## config.mk

```make
export PLATFORM = sky130hd
export DESIGN_NAME = db_write_controller
export DESIGN_NICKNAME = d
export VERILOG_FILES = /design/src/rtl/db_pkg.sv /design/src/rtl/db_occupancy_counter.sv /design/src/rtl/db_write_controller.sv
export SDC_FILE = /design/constraint.sdc
export NUM_CORES = 1
export LEC_CHECK = 0
export ABC_AREA = 1
export CAP_MARGIN = 0
export CORE_UTILIZATION = 46
export CTS_CLUSTER_DIAMETER = 120
export DETAILED_ROUTE_END_ITERATION = 16
export GPL_TIMING_DRIVEN = 0
export PLACE_DENSITY = 0.89
export SYNTH_ARGS = -nofsm -noshare
export SYNTH_HDL_FRONTEND = slang
export SYNTH_SLANG_ARGS = --single-unit
```

## constraint.sdc

```tcl
create_clock -name clk -period 3.05 [get_ports clk]
set_input_delay 0.305 -clock clk [delete_from_list [all_inputs] [get_ports clk]]
set_output_delay 0.305 -clock clk [all_outputs]
set_load 0.005 [all_outputs]
```

## src/rtl/db_pkg.sv

```systemverilog
// Shared definitions for the endpoint data buffer write side.
package db_pkg;

    localparam int unsigned DB_DEPTH  = 64;
    localparam int unsigned DB_ADDR_W = 6;
    localparam int unsigned DB_DATA_W = 8;

    // Which source currently owns the buffer contents.
    typedef enum logic [1:0] {
        IDLE   = 2'd0,
        TX_OWN = 2'd1,
        RX_OWN = 2'd2
    } db_owner_t;

endpackage

```

## src/rtl/db_occupancy_counter.sv

```systemverilog
// Occupancy counter for the endpoint buffer: 0..DEPTH.
// A decrement at zero is ignored; an increment together with an effective
// decrement leaves the count unchanged.
module db_occupancy_counter #(
    parameter int unsigned DEPTH = 64,
    parameter int unsigned CNT_W = 7
) (
    input  logic             clk,
    input  logic             clear,
    input  logic             inc,
    input  logic             dec,
    output logic [CNT_W-1:0] count,
    output logic             full,
    output logic             empty
);

    localparam logic [CNT_W-1:0] FULL_VAL = CNT_W'(DEPTH);

    logic [CNT_W-1:0] r_count;
    logic             w_dec_eff;

    // Decrement only counts when there is something to remove.
    always_comb begin
        w_dec_eff = dec & (r_count != '0);
    end

    // Count register with synchronous clear.
    always_ff @(posedge clk) begin
        if (clear) begin
            r_count <= '0;
        end else if (inc & ~w_dec_eff) begin
            r_count <= r_count + 1'b1;
        end else if (~inc & w_dec_eff) begin
            r_count <= r_count - 1'b1;
        end
    end

    assign count = r_count;
    assign full  = (r_count == FULL_VAL);
    assign empty = (r_count == '0);

endmodule

```

## src/rtl/db_write_controller.sv

```systemverilog
// Write-side controller for the shared endpoint data buffer.
// Arbitrates TX/RX byte stores, generates registered buffer writes and
// tracks occupancy and direction ownership.
// Optional feature macro: DB_ALMOST_FULL_EN (adds almost_full output).
module db_write_controller
    import db_pkg::*;
#(
    parameter int unsigned DEPTH  = DB_DEPTH,
    parameter int unsigned ADDR_W = DB_ADDR_W,
    parameter int unsigned DATA_W = DB_DATA_W
`ifdef DB_ALMOST_FULL_EN
    ,
    parameter int unsigned ALMOST_FULL_LVL = 60
`endif
) (
    input  logic              clk,
    input  logic              reset,
    input  logic              flush,
    input  logic              store_TX_data,
    input  logic [DATA_W-1:0] tx_data,
    input  logic              store_RX_packet_data,
    input  logic [DATA_W-1:0] rx_packet_data,
    input  logic              buffer_decrement,
    output logic              w_en,
    output logic [ADDR_W-1:0] w_sel,
    output logic [DATA_W-1:0] w_data,
    output logic [ADDR_W:0]   buffer_occupancy,
    output logic              buffer_full,
    output logic              buffer_empty,
    output logic              write_error
`ifdef DB_ALMOST_FULL_EN
    ,
    output logic              almost_full
`endif
);

    localparam logic [ADDR_W:0] OCC_ONE = (ADDR_W+1)'(1);

    logic [ADDR_W:0]   r_wr_ptr;
    logic              r_w_en;
    logic [ADDR_W-1:0] r_w_sel;
    logic [DATA_W-1:0] r_w_data;
    logic              r_write_error;
    db_owner_t         r_state;

    logic              w_clear;
    logic              w_any;
    logic              w_permit;
    logic              w_accept;
    logic              w_reject;
    logic              w_release;
    logic [DATA_W-1:0] w_byte;

    assign w_clear = reset | flush;

    // Store selection (TX wins), acceptance and ownership release.
    always_comb begin
        w_any = store_TX_data | store_RX_packet_data;
        if (store_TX_data) begin
            w_permit = (r_state != RX_OWN);
        end else begin
            w_permit = (r_state != TX_OWN);
        end
        w_accept  = w_any & ~buffer_full & w_permit;
        // An RX strobe shadowed by a same-cycle TX strobe is also a rejection.
        w_reject  = (w_any & ~w_accept) | (store_TX_data & store_RX_packet_data);
        w_release = (buffer_occupancy == OCC_ONE) & buffer_decrement & ~w_accept;
        w_byte    = store_TX_data ? tx_data : rx_packet_data;
    end

    // Registered buffer write port and write pointer.
    always_ff @(posedge clk) begin
        if (w_clear) begin
            r_wr_ptr <= '0;
            r_w_en   <= 1'b0;
            r_w_sel  <= '0;
            r_w_data <= '0;
        end else begin
            r_w_en <= w_accept;
            if (w_accept) begin
                r_w_sel  <= r_wr_ptr[ADDR_W-1:0];
                r_w_data <= w_byte;
                r_wr_ptr <= r_wr_ptr + 1'b1;
            end
        end
    end

    // Sticky rejected-store flag.
    always_ff @(posedge clk) begin
        if (w_clear) begin
            r_write_error <= 1'b0;
        end else if (w_reject) begin
            r_write_error <= 1'b1;
        end
    end

    // Direction ownership: claimed by the first accepted store, released on empty.
    always_ff @(posedge clk) begin
        if (w_clear) begin
            r_state <= IDLE;
        end else begin
            case (r_state)
                IDLE: begin
                    if (w_accept) begin
                        r_state <= store_TX_data ? TX_OWN : RX_OWN;
                    end
                end
                TX_OWN, RX_OWN: begin
                    if (w_release) begin
                        r_state <= IDLE;
                    end
                end
                default: r_state <= IDLE;
            endcase
        end
    end

    db_occupancy_counter #(
        .DEPTH (DEPTH),
        .CNT_W (ADDR_W + 1)
    ) u_occ (
        .clk   (clk),
        .clear (w_clear),
        .inc   (w_accept),
        .dec   (buffer_decrement),
        .count (buffer_occupancy),
        .full  (buffer_full),
        .empty (buffer_empty)
    );

    assign w_en        = r_w_en;
    assign w_sel       = r_w_sel;
    assign w_data      = r_w_data;
    assign write_error = r_write_error;

`ifdef DB_ALMOST_FULL_EN
    assign almost_full = (buffer_occupancy >= (ADDR_W+1)'(ALMOST_FULL_LVL));
`endif

endmodule

```

==> impl_results.rst <==
.. list-table::
   :header-rows: 1

   * - Metric
     - Value
   * - RR Startpoint
     - u_occ.count[0]
   * - Power per Cell Area
     - 766.2 mW/mm^2
   * - Antenna Cells
     - 0
   * - RSZ-0062 raised after global routing
     - no
   * - Slew @ Worst Pin
     - 437.3 ps
   * - Number of nets in the layout
     - 287
   * - Data arrival time of the critical path
     - 2850 ps
   * - Total detailed-routing wirelength
     - 3.641 mm
   * - Synth Area in Adders
     - 0.05819
   * - Path depth of the worst reg2reg path
     - 15
   * - Maximum resistive drop on vdd
     - 569.6 uV
   * - Slew Limit Fails
     - 0
   * - Post-CTS Setup Repair Bufs
     - 0
   * - RePlAce Congestion
     - 0.7771
   * - Synthesis Warnings
     - 0
   * - Clock slew at reported path FFs
     - 100 ps
   * - Tot GR Track Use
     - 0.2418
   * - Share of the synthesized area in the top cell type
     - 0.4123
   * - Final std cell area, no fill
     - 0.002090 mm^2
   * - H-tree levels
     - 2
   * - Max Cap Viol
     - 0
   * - Pin count of the biggest net entering global routing
     - 11
   * - PnR Total Power
     - 1.601 mW
   * - Port-buffer cells
     - 46
   * - Total negative slack
     - 0 ps
   * - Worst setup path endpoint
     - u_occ.count[6]
   * - Final Instance Count excl. Fillers
     - 303
   * - Period minus WS final
     - 2613 ps
   * - Worst R2R End
     - u_occ.count[6]
   * - Predominant post-synthesis flop cell
     - sky130_fd_sc_hd__dfxtp_1
   * - Reported net switching power
     - 0.6347 mW
   * - Standby leakage power
     - 0.8004 nW
   * - Yosys cell types
     - 25
   * - Fillers
     - 261
   * - Die Y
     - 59.20 um
   * - Achievable frequency
     - 382.7 MHz
   * - Boundary Pins
     - 47
   * - Core region area
     - 0.003078 mm^2
   * - Worst Setup End Kind
     - flop
   * - Type of the tightest min-delay check
     - flop to flop
   * - Cell types occupying the most area after synthesis
     - sky130_fd_sc_hd__dfxtp_1 (41%), sky130_fd_sc_hd__nand2_1 (11%), sky130_fd_sc_hd__a21oi_1 (7.3%)
   * - Fraction of the yosys area taken by sequential cells
     - 0.4123
   * - Sequential power share
     - 0.333
   * - Initial cell density of the core
     - 0.4890
   * - Inst Count DP
     - 295
   * - Length of the first detailed-routing pass in iterations
     - 4
   * - Start-to-end type of the worst setup path
     - flop to flop
   * - First-pass GRT wire length
     - 6.354 mm
   * - Final hold violations
     - 0
   * - Net Count, Synth
     - 234
   * - Post-Synthesis Cell Area
     - 0.001505 mm^2
   * - Total placed instance area
     - 0.002021 mm^2
   * - Number of enable flip-flop cells after synthesis
     - 0
   * - Slack of the worst reg-to-reg path
     - 440 ps
   * - Number of vias per cell after detailed routing
     - 5.030
   * - Clock network latency to the later pin of the worst-skew pair
     - 340 ps
   * - Basic-gate share of the synthesized area counting and, or, nand and nor cells
     - 0.2253
   * - Number of sinks handled by clock tree synthesis
     - 31
   * - DRC marker count from the first detailed-route iteration
     - 44
   * - Worst-case clock skew
     - 8.025 ps
   * - Number of clock buffers inserted by TritonCTS
     - 5
   * - Required arrival time at the worst endpoint
     - 3290 ps
   * - Result of the run
     - completed
   * - Largest driver fanout on the critical path
     - 10
   * - Half-perimeter wire length after detailed placement
     - 2.689 mm
   * - Post-cts gate resize count
     - 0
   * - Remaining antenna violation count
     - 0
   * - Count of endpoints failing setup in the final report
     - 0
   * - Syn_area_per_cell
     - 7.342 um^2
   * - CTS tree
     - done
   * - Mux cell area share after synthesis
     - 0
   * - CTS Root Buffer Type
     - sky130_fd_sc_hd__clkbuf_4
   * - Category of the worst setup path launch point
     - flop
   * - Post-synthesis register bit count
     - 31
   * - Portion of total power attributed to the clock network
     - 0.172
   * - Clock tree buffer depth
     - 2
   * - GR Overflow Total
     - 0
   * - Die area
     - 0.003505 mm^2
   * - Power share of the combinational group
     - 0.496
   * - Dominant cell type by area after synthesis
     - sky130_fd_sc_hd__dfxtp_1
   * - Share of the clock period used by the worst path after layout
     - 0.8566
   * - Vias in the first global route
     - 1496
   * - Timing startpoint of the critical path
     - u_occ.count[0]
   * - DR DRC count
     - 0
   * - Switching Fraction
     - 0.3965
   * - Average wire per cell in the routed design
     - 12.02 um
   * - Count of mapped cells out of synthesis
     - 205
   * - Area Overhead vs Synth
     - 38.82%
   * - Share of async-settable or async-resettable flops after synthesis
     - 0
   * - Post-synthesis compound-gate area fraction
     - 0.2045
   * - Synth Area in XOR/XNOR
     - 0.01746
   * - Die W
     - 59.20 um
   * - Internal power component
     - 0.9662 mW
   * - # rows
     - 20
   * - Layout cell share with drive strength beyond 1
     - 0.07336
   * - Combinational family with the most area after synthesis
     - simple AND/OR/NAND/NOR gates
   * - Max_slew headroom
     - 0.7085
   * - Count of vias placed by the detailed router
     - 1524
   * - CTS Hold Bufs
     - 0
   * - Number of antenna violations at the first check in global routing
     - 0
## layer usage
metal  global-route usage  vias up  routed length (um)
met2               0.4334       37                1782
met1               0.2729      691                1624
met4              0.08844        0                  57
li1                     -      786                   -
met5                    0        -                   0
met3              0.06332       10                 177
## sequential cells by signal (all words and copies together), names as in the netlist
| register | count |
|---|---|
| w_data | 8 |
| u_occ.count | 7 |
| r_wr_ptr | 6 |
| w_sel | 6 |
| r_state | 2 |
| w_en | 1 |
| write_error | 1 |
## metrics by stage
step | hold WS [ps] | worst slack (ps) | utilization
final | 471.3 | 437.3 | 0.6789
after CTS | 474.6 | 461.6 | 0.6789
after global placement | 449.7 | 271.1 | 0.6565
after floorplan | 439.3 | 830.7 | -
after detailed placement | 460.8 | 236.9 | 0.6565
after global routing | 492.7 | 126.0 | 0.6789
## worst max-delay path: stages, from the launching register on
cell and delay (ps):
sky130_fd_sc_hd__dfxtp_1 430, sky130_fd_sc_hd__inv_1 130, sky130_fd_sc_hd__ha_1 230, sky130_fd_sc_hd__nand2_2 100, sky130_fd_sc_hd__nor2_4 60, sky130_fd_sc_hd__nor2_4 190
sky130_fd_sc_hd__buf_2 260, sky130_fd_sc_hd__ha_1 340, sky130_fd_sc_hd__nor2_1 70, sky130_fd_sc_hd__nor2_1 160, sky130_fd_sc_hd__o21a_1 160, sky130_fd_sc_hd__o21ai_0 70
sky130_fd_sc_hd__nor2_1 140, sky130_fd_sc_hd__nand2_1 60, sky130_fd_sc_hd__nand2_1 60, sky130_fd_sc_hd__nor2_1 40
## cell usage in the layout, fill, tap and decap left out, types with 7 or more instances in the layout
master and count:
sky130_fd_sc_hd__nand3_1 7, sky130_fd_sc_hd__clkdlybuf4s50_1 46, sky130_fd_sc_hd__ha_1 7, sky130_fd_sc_hd__inv_1 18, sky130_fd_sc_hd__a31oi_1 8, sky130_fd_sc_hd__dfxtp_1 31
sky130_fd_sc_hd__o21ai_0 14, sky130_fd_sc_hd__nand2_1 44, sky130_fd_sc_hd__a21oi_1 22, sky130_fd_sc_hd__nor2_1 18, sky130_fd_sc_hd__o21ai_1 14
## cell usage after synthesis, types with 2 or more instances
cell type,n
sky130_fd_sc_hd__nand3_2,2
sky130_fd_sc_hd__xor2_1,2
sky130_fd_sc_hd__nand2_1,44
sky130_fd_sc_hd__nor2_4,2
sky130_fd_sc_hd__a31oi_1,8
sky130_fd_sc_hd__ha_1,7
sky130_fd_sc_hd__a21oi_1,22
sky130_fd_sc_hd__o21ai_0,14
sky130_fd_sc_hd__dfxtp_1,31
sky130_fd_sc_hd__inv_1,18
sky130_fd_sc_hd__clkbuf_1,3
sky130_fd_sc_hd__nor2_1,18
sky130_fd_sc_hd__o21ai_1,14
sky130_fd_sc_hd__nor3_1,2
sky130_fd_sc_hd__nand3_1,7
sky130_fd_sc_hd__buf_6,2
## cells by family after synthesis
| family | after synthesis |
|---|---|
| AND/OR/NAND/NOR | 78 |
| flip-flops | 31 |
| XOR/XNOR | 3 |
| buffers and inverters | 27 |
| AO/OA/AOI/OAI | 59 |
| adder cells (fa/ha/maj) | 7 |
## worst min path at each step
stage	start	depth (start not counted)	to
2_1_floorplan	r_wr_ptr[4]	2	r_wr_ptr[4]
3_3_place_gp	r_wr_ptr[4]	2	r_wr_ptr[4]
3_5_place_dp	w_sel[0]	2	w_sel[0]
4_1_cts	r_wr_ptr[4]	2	r_wr_ptr[4]
5_1_grt	r_wr_ptr[4]	2	r_wr_ptr[4]
6_report	w_sel[2]	2	w_sel[2]
## cell type report
type | count | area, um^2 | share of cell area
Inverter | 20 | 77.57 | 0.03713
Buffer | 7 | 46.29 | 0.02216
Sequential cell | 31 | 620.6 | 0.2970
Clock buffer | 8 | 68.82 | 0.03293
Tap cell | 44 | 55.05 | 0.02635
Multi-Input combinational cell | 147 | 760.7 | 0.3641
Timing Repair Buffer | 46 | 460.4 | 0.2204
## power groups by stage
stage	Combinational [mW]	Sequential (mW)	Clock (mW)
after floorplan	0.493	0.538	0
after global placement	0.759	0.540	0
after detailed placement	0.786	0.540	0
after CTS	0.794	0.532	0.280
after global routing	0.895	0.543	0.300
final	0.793	0.533	0.275
No activity file was read; power rests on OpenSTA's default activity.
